### config.mk
export PLATFORM = sky130hd
export DESIGN_NAME = uart_fifo_bridge_flat
export DESIGN_NICKNAME = d
export VERILOG_FILES = /design/src/rtl/uart_fifo_bridge_if.sv /design/src/rtl/uart_fifo_bridge.sv /design/src/flat_wrapper.sv
export SDC_FILE = /design/constraint.sdc
export NUM_CORES = 1
export LEC_CHECK = 0
export CELL_PAD_IN_SITES_DETAIL_PLACEMENT = 0
export CELL_PAD_IN_SITES_GLOBAL_PLACEMENT = 1
export CORE_ASPECT_RATIO = 1.2
export CORE_MARGIN = 4
export CORE_UTILIZATION = 48
export CTS_CLUSTER_DIAMETER = 100
export DETAILED_ROUTE_END_ITERATION = 6
export PLACE_DENSITY_LB_ADDON = 0.1
export REMOVE_ABC_BUFFERS = 1
export SLEW_MARGIN = 40
export SYNTH_ARGS = -nofsm -noshare
export SYNTH_HDL_FRONTEND = slang
export SYNTH_SLANG_ARGS = --single-unit
### constraint.sdc
create_clock -name sys_clk -period 2.8 [get_ports sys_clk]
set_input_delay 0.56 -clock sys_clk [delete_from_list [all_inputs] [get_ports sys_clk]]
set_output_delay 0.56 -clock sys_clk [all_outputs]
set_load 0.01 [all_outputs]
### src/rtl/uart_fifo_bridge_if.sv
`default_nettype none
// ============================================================================
// Module   : uart_fifo_bridge_if
// Purpose  : Host-side and UART-side handshake signals of the FIFO bridge.
// Revision : 1.0 - initial release
// ============================================================================
interface uart_fifo_bridge_if #(
    parameter int DEPTH_LOG2 = 4
);
    logic [7:0]          tx_data;
    logic                tx_valid;
    logic                tx_ready;
    logic [7:0]          rx_data;
    logic                rx_valid;
    logic                rx_ready;
    logic [DEPTH_LOG2:0] tx_level;
    logic [DEPTH_LOG2:0] rx_level;
    logic [7:0]          uart_out_data;
    logic                uart_wr;
    logic                uart_tx_empty;
    logic [7:0]          uart_in_data;
    logic                uart_rd;
    logic                uart_rx_empty;

    // The bridge is the slave; the host/UART environment is the master.
    modport slave (
        input  tx_data, tx_valid, rx_ready, uart_tx_empty, uart_in_data, uart_rx_empty,
        output tx_ready, rx_data, rx_valid, tx_level, rx_level, uart_out_data, uart_wr, uart_rd
    );

    modport master (
        output tx_data, tx_valid, rx_ready, uart_tx_empty, uart_in_data, uart_rx_empty,
        input  tx_ready, rx_data, rx_valid, tx_level, rx_level, uart_out_data, uart_wr, uart_rd
    );
endinterface
`default_nettype wire

### src/rtl/uart_fifo_bridge.sv
`default_nettype none
// ============================================================================
// Module   : uart_fifo_bridge
// Purpose  : TX/RX byte FIFOs between host logic and a byte-level UART core.
// Revision : 1.0 - initial release
// ============================================================================
module uart_fifo_bridge #(
    parameter int DEPTH_LOG2 = 4
) (
    input  wire logic         sys_clk,
    input  wire logic         sys_rst,
    uart_fifo_bridge_if.slave bus
);
    localparam int                    c_DEPTH   = 2 ** DEPTH_LOG2;
    localparam logic [DEPTH_LOG2:0]   c_FULL    = {1'b1, {DEPTH_LOG2{1'b0}}};
    localparam logic [DEPTH_LOG2:0]   c_LVL_ONE = (DEPTH_LOG2 + 1)'(1);
    localparam logic [DEPTH_LOG2-1:0] c_PTR_ONE = (DEPTH_LOG2)'(1);

    localparam logic [1:0] c_ST_IDLE = 2'd0;
    localparam logic [1:0] c_ST_ARM  = 2'd1;
    localparam logic [1:0] c_ST_BUSY = 2'd2;

    logic [7:0]            r_tx_mem [c_DEPTH];
    logic [DEPTH_LOG2-1:0] r_tx_wptr, r_tx_rptr;
    logic [DEPTH_LOG2:0]   r_tx_level;
    logic [7:0]            r_rx_mem [c_DEPTH];
    logic [DEPTH_LOG2-1:0] r_rx_wptr, r_rx_rptr;
    logic [DEPTH_LOG2:0]   r_rx_level;
    logic [1:0]            r_state, w_state_nxt;
    logic [7:0]            r_uart_out_data;
    logic                  r_uart_wr, r_uart_rd, r_rd_guard;
    logic                  w_tx_pop, w_tx_push, w_tx_ready, w_tx_empty, w_tx_full;
    logic                  w_rx_pop, w_rx_push, w_rx_empty, w_rx_full;

    assign w_tx_empty = (r_tx_level == '0);
    assign w_tx_full  = (r_tx_level == c_FULL);
    assign w_rx_empty = (r_rx_level == '0);
    assign w_rx_full  = (r_rx_level == c_FULL);

    // A full TX FIFO still accepts a byte in the cycle the FSM pops its head.
    assign w_tx_ready = !w_tx_full || w_tx_pop;
    assign w_tx_push  = bus.tx_valid && w_tx_ready;
    assign w_rx_pop   = !w_rx_empty && bus.rx_ready;
    assign w_rx_push  = !bus.uart_rx_empty && !r_rd_guard && (!w_rx_full || w_rx_pop);

    // ARM exists because the UART raises busy only one cycle after the load.
    always_comb begin
        w_state_nxt = r_state;
        w_tx_pop    = 1'b0;
        case (r_state)
            c_ST_IDLE: begin
                if (!w_tx_empty && bus.uart_tx_empty) begin
                    w_tx_pop    = 1'b1;
                    w_state_nxt = c_ST_ARM;
                end
            end
            c_ST_ARM:  w_state_nxt = c_ST_BUSY;
            c_ST_BUSY: begin
                if (bus.uart_tx_empty) begin
                    w_state_nxt = c_ST_IDLE;
                end
            end
            default:   w_state_nxt = c_ST_IDLE;
        endcase
    end

    always_ff @(posedge sys_clk or posedge sys_rst) begin
        if (sys_rst) begin
            r_state <= c_ST_IDLE;
        end else begin
            r_state <= w_state_nxt;
        end
    end

    always_ff @(posedge sys_clk) begin
        if (w_tx_push) begin
            r_tx_mem[r_tx_wptr] <= bus.tx_data;
        end
        if (w_rx_push) begin
            r_rx_mem[r_rx_wptr] <= bus.uart_in_data;
        end
    end

    always_ff @(posedge sys_clk or posedge sys_rst) begin
        if (sys_rst) begin
            r_tx_wptr  <= '0;
            r_tx_rptr  <= '0;
            r_tx_level <= '0;
            r_rx_wptr  <= '0;
            r_rx_rptr  <= '0;
            r_rx_level <= '0;
        end else begin
            if (w_tx_push) r_tx_wptr <= r_tx_wptr + c_PTR_ONE;
            if (w_tx_pop)  r_tx_rptr <= r_tx_rptr + c_PTR_ONE;
            if (w_tx_push && !w_tx_pop)      r_tx_level <= r_tx_level + c_LVL_ONE;
            else if (!w_tx_push && w_tx_pop) r_tx_level <= r_tx_level - c_LVL_ONE;
            if (w_rx_push) r_rx_wptr <= r_rx_wptr + c_PTR_ONE;
            if (w_rx_pop)  r_rx_rptr <= r_rx_rptr + c_PTR_ONE;
            if (w_rx_push && !w_rx_pop)      r_rx_level <= r_rx_level + c_LVL_ONE;
            else if (!w_rx_push && w_rx_pop) r_rx_level <= r_rx_level - c_LVL_ONE;
        end
    end

    // rd_guard masks the cycle in which the UART's empty flag is still clearing.
    always_ff @(posedge sys_clk or posedge sys_rst) begin
        if (sys_rst) begin
            r_uart_out_data <= 8'h00;
            r_uart_wr       <= 1'b0;
            r_uart_rd       <= 1'b0;
            r_rd_guard      <= 1'b0;
        end else begin
            r_uart_wr  <= w_tx_pop;
            r_uart_rd  <= w_rx_push;
            r_rd_guard <= w_rx_push;
            if (w_tx_pop) begin
                r_uart_out_data <= r_tx_mem[r_tx_rptr];
            end
        end
    end

    assign bus.tx_ready      = w_tx_ready;
    assign bus.rx_valid      = !w_rx_empty;
    assign bus.rx_data       = r_rx_mem[r_rx_rptr];
    assign bus.tx_level      = r_tx_level;
    assign bus.rx_level      = r_rx_level;
    assign bus.uart_out_data = r_uart_out_data;
    assign bus.uart_wr       = r_uart_wr;
    assign bus.uart_rd       = r_uart_rd;
endmodule
`default_nettype wire

### src/flat_wrapper.sv
// flat-port wrapper written by rule: the top's interface ports become plain ports
module uart_fifo_bridge_flat 
#(
    parameter int DEPTH_LOG2 = 4
)
  (sys_clk, sys_rst, bus_tx_data, bus_tx_valid, bus_rx_ready, bus_uart_tx_empty, bus_uart_in_data, bus_uart_rx_empty, bus_tx_ready, bus_rx_data, bus_rx_valid, bus_tx_level, bus_rx_level, bus_uart_out_data, bus_uart_wr, bus_uart_rd);
  uart_fifo_bridge_if #(.DEPTH_LOG2(DEPTH_LOG2)) bus_i ();
  input  wire logic sys_clk;
  input  wire logic sys_rst;
  input wire logic [$bits(bus_i.tx_data)-1:0] bus_tx_data;
  input wire logic [$bits(bus_i.tx_valid)-1:0] bus_tx_valid;
  input wire logic [$bits(bus_i.rx_ready)-1:0] bus_rx_ready;
  input wire logic [$bits(bus_i.uart_tx_empty)-1:0] bus_uart_tx_empty;
  input wire logic [$bits(bus_i.uart_in_data)-1:0] bus_uart_in_data;
  input wire logic [$bits(bus_i.uart_rx_empty)-1:0] bus_uart_rx_empty;
  output wire logic [$bits(bus_i.tx_ready)-1:0] bus_tx_ready;
  output wire logic [$bits(bus_i.rx_data)-1:0] bus_rx_data;
  output wire logic [$bits(bus_i.rx_valid)-1:0] bus_rx_valid;
  output wire logic [$bits(bus_i.tx_level)-1:0] bus_tx_level;
  output wire logic [$bits(bus_i.rx_level)-1:0] bus_rx_level;
  output wire logic [$bits(bus_i.uart_out_data)-1:0] bus_uart_out_data;
  output wire logic [$bits(bus_i.uart_wr)-1:0] bus_uart_wr;
  output wire logic [$bits(bus_i.uart_rd)-1:0] bus_uart_rd;
  assign bus_i.tx_data = bus_tx_data;
  assign bus_i.tx_valid = bus_tx_valid;
  assign bus_i.rx_ready = bus_rx_ready;
  assign bus_i.uart_tx_empty = bus_uart_tx_empty;
  assign bus_i.uart_in_data = bus_uart_in_data;
  assign bus_i.uart_rx_empty = bus_uart_rx_empty;
  assign bus_tx_ready = bus_i.tx_ready;
  assign bus_rx_data = bus_i.rx_data;
  assign bus_rx_valid = bus_i.rx_valid;
  assign bus_tx_level = bus_i.tx_level;
  assign bus_rx_level = bus_i.rx_level;
  assign bus_uart_out_data = bus_i.uart_out_data;
  assign bus_uart_wr = bus_i.uart_wr;
  assign bus_uart_rd = bus_i.uart_rd;
  uart_fifo_bridge #(.DEPTH_LOG2(DEPTH_LOG2)) u_core (.sys_clk(sys_clk), .sys_rst(sys_rst), .bus(bus_i));
endmodule
==> run summary <==
Rows: 62
Post-layout instance area: 0.01405 mm²
Logic pwr share: 0.347
P_sw: 4.061 mW
Worst-Skew Late Latency: 0.53 ns
Vias in the first global route: 6168
Area of placed instances: 0.01307 mm²
Fin cells: 1049
Hold Crit Class: in -> async
DP Cell Count: 993
Post-synth EDFFs: 256
First-pass GRT wire length: 35020 µm
Final hold vios: 0
Post-synthesis mux area share: 0.1570
Layout area overhead: 19.65%
Synthesized flop and latch total: 294
Fin crit share: 1.061
Met3 usage: 0.02491
HPWL Detailed: 14620 µm
Nets: 752
Fmax: 336.6 MHz
GR Util met1: 0.2060
Power Density: 999.3 mW/mm²
Fin Hold WS: 0.4206 ns
Max-slew violation count: 0
Via count: 5611
XOR/XNOR Fraction of Synth Area: 0.01566
PnR worst setup slack: -0.1705 ns
DR WL/cell: 21.19 µm
Synth unique cells: 33
All-Layer GR Usage: 0.1707
Top FF cell, synth: edfxtp_1
Top-Level Pins: 52
Synthesized area per cell: 19.80 µm²
Post-Route WL: 22230 µm
Die height: 179.3 µm
Max Cap Viol: 0
Compound-Gate Fraction of Synth Area: 0.01470
CP peak stage delay: 0.50 ns
Largest net degree at the start of global routing: 39
Most used cell, CP: buf_6
Die X: 150.8 µm
Clock Path Buffers: 3
Worst-path clk slew: 0.06 ns
Post-synthesis instance total: 593
# H-tree levels: 1
Sw Ratio: 0.2892
Dpl ws: -0.2738 ns
Sequential share of power: 0.411
Area share of and/or/nand/nor cells after synthesis: 0.03814
Worst Tran Pin Value: 0.6567 ns
Ratio of cells with drive above 1 in the final layout: 0.2853
Max-slew headroom: 0.5622
Worst Setup Start Kind: flip-flop
Core Area: 0.02405 mm²
Gpl congestion: 0.7578
Ys Warns: 0
Internal Pwr Total: 9.980 mW
Count of routing violations after the opening detailed-route iteration: 315
Starting density of the core: 0.4883
Clock skew: 0.01245 ns
Clk sinks: 294
Vias per inst: 5.349
CP Max Fanout: 5
Die area: 0.02704 mm²
RSZ-0062 raised after global routing: true
Antenna-violating nets left: 0
Residual DRC count: 0
Final setup vio count: 8
Most used routing layer: met2
Synth Area in Adders: 0.02365
Yosys top cell area share: 0.6546
Global route total overflow: 0
Pleak: 4.863 nW
Hold_buf cts: 0
Yosys top cell by area: edfxtp_1
Crit-path cells: buf_6 -> buf_6 -> buf_16 -> mux4_2 -> mux4_2 -> buf_6
Cts bufs inserted: 29
Met2 Track Usage GR: 0.3225
Clock share of power: 0.243
CP max stage cell: mux4_2
Crit path kind: reg -> out
Filler cell count: 1842
Root Driver: clkbuf_16
Period minus WS final: 2.970 ns
Setup crit end kind: output port
TNS Setup: -1.138 ns
IO Port Bufs: 51
N_diodes: 0
Async S/R FF share, synth: 0.1293
Worst Path Required: 2.24 ns
Status: finished, violations left
DR pass1 iterations: 4
Maximum VDD drop: 522.0 µV
Combinational family with the most area after synthesis: multiplexers
Worst path arrival time: 2.41 ns
CTS tree: yes
Failing checks: negative setup slack
Synth Cell Area: 0.01174 mm²
Initial antenna violation count: 0
Seq/Total Area, Yosys: 0.7356
Largest cells by area after synthesis: edfxtp_1, mux4_2, dfrtp_1
-- state kept, by name, indices dropped and copies added (netlist names), 5 cells and up --
signal and cells:
u_core.r_rx_mem 128, u_core.bus.tx_level 5, u_core.bus.uart_out_data 8, u_core.bus.rx_level 5
u_core.r_tx_mem 128
-- placed cells by master, fill, tap and decap left out, types with 14 or more instances in the layout --
master,Yosys,final
clkbuf_16,0,29
o21ai_0,15,14
dfrtp_1,38,36
buf_4,0,49
ha_1,19,16
xnor2_1,17,17
mux4_2,72,72
edfxtp_1,256,256
nor2_1,18,18
nand2_1,35,35
clkdlybuf4s50_1,0,42
and2_1,16,16
-- cell families (layout without fill, tap and decap cells) --
family / count (synthesis) / count (layout)
compound gates: 31 / 31
xor+xnor: 21 / 21
fa+ha+maj: 21 / 21
buf+inv: 42 / 178
flops: 294 / 294
mux: 93 / 93
simple gates: 91 / 91
-- critical path: cells and delay by family (launching register included) --
kind	cells	cell delay, ns
DFF	1	0.38
muxes	2	0.99
buffers and inverters	4	0.51
-- cells in the mapped netlist, drive strengths merged, types with 13 or more instances --
| master | n |
|---|---|
| o21ai | 15 |
| inv | 13 |
| ha | 19 |
| edfxtp | 256 |
| mux4 | 72 |
| and2 | 17 |
| nand2 | 36 |
| nor2 | 18 |
| xnor2 | 17 |
| buf | 17 |
| dfrtp | 38 |
-- per-stage QoR --
stage,total power [mW],utilization
detailed placement,10.53,0.5434
floorplan,8.599,-
CTS,14.16,0.5823
global route,14.89,0.5843
finish,14.04,0.5843
global placement,10.39,0.5433
-- final cells by class --
cell class | count | area (µm²) | area share
well taps | 320 | 400.4 | 0.02850
flip-flops and latches | 294 | 8641 | 0.6150
multi-input cells | 257 | 2990 | 0.2128
clock buffers | 38 | 769.5 | 0.05476
clock inverters | 13 | 58.81 | 0.004185
repair buffers | 114 | 1140 | 0.08112
inverters | 13 | 51.30 | 0.003651
-- what timing repair did --
item	4_1_cts	5_1_grt
resized for setup	46	16
setup buffers	5	0
cloned	2	0
setup endpoints to repair	10	12
pin swaps	2	5
-- metal layers --
| layer | vias up | part of all wire |
|---|---|---|
| li1 | 2571 | - |
| met1 | 2911 | 0.38 |
| met2 | 95 | 0.56 |
| met3 | 34 | 0.039 |
| met4 | 0 | 0.017 |
| met5 | - | 0 |
-- power by group through the flow --
stage | sequential [mW] | clock [mW] | combinational (mW)
floorplan | 6.19 | 0 | 2.41
global placement | 5.83 | 0 | 4.55
detailed placement | 5.87 | 0 | 4.66
CTS | 5.77 | 3.53 | 4.87
global route | 5.83 | 3.73 | 5.34
finish | 5.77 | 3.41 | 4.87
-- final timing paths --
kind,cells past startpoint,to,startpoint,slack [ns]
max in group asynchronous,2,u_core.r_rx_rptr[0],sys_rst,1.93
max,6,bus_rx_data[7],u_core.r_rx_rptr[0],-0.17
max reg2reg,10,u_core.bus.tx_level[4],u_core.bus.tx_level[0],0.11
min reg2reg,2,u_core.bus.uart_out_data[3],u_core.bus.uart_out_data[3],0.48
min in group sys_clk,2,u_core.bus.uart_out_data[3],u_core.bus.uart_out_data[3],0.48
min,2,u_core.bus.uart_out_data[4],sys_rst,0.42
Note: power is estimated with default switching activity, not from simulation.
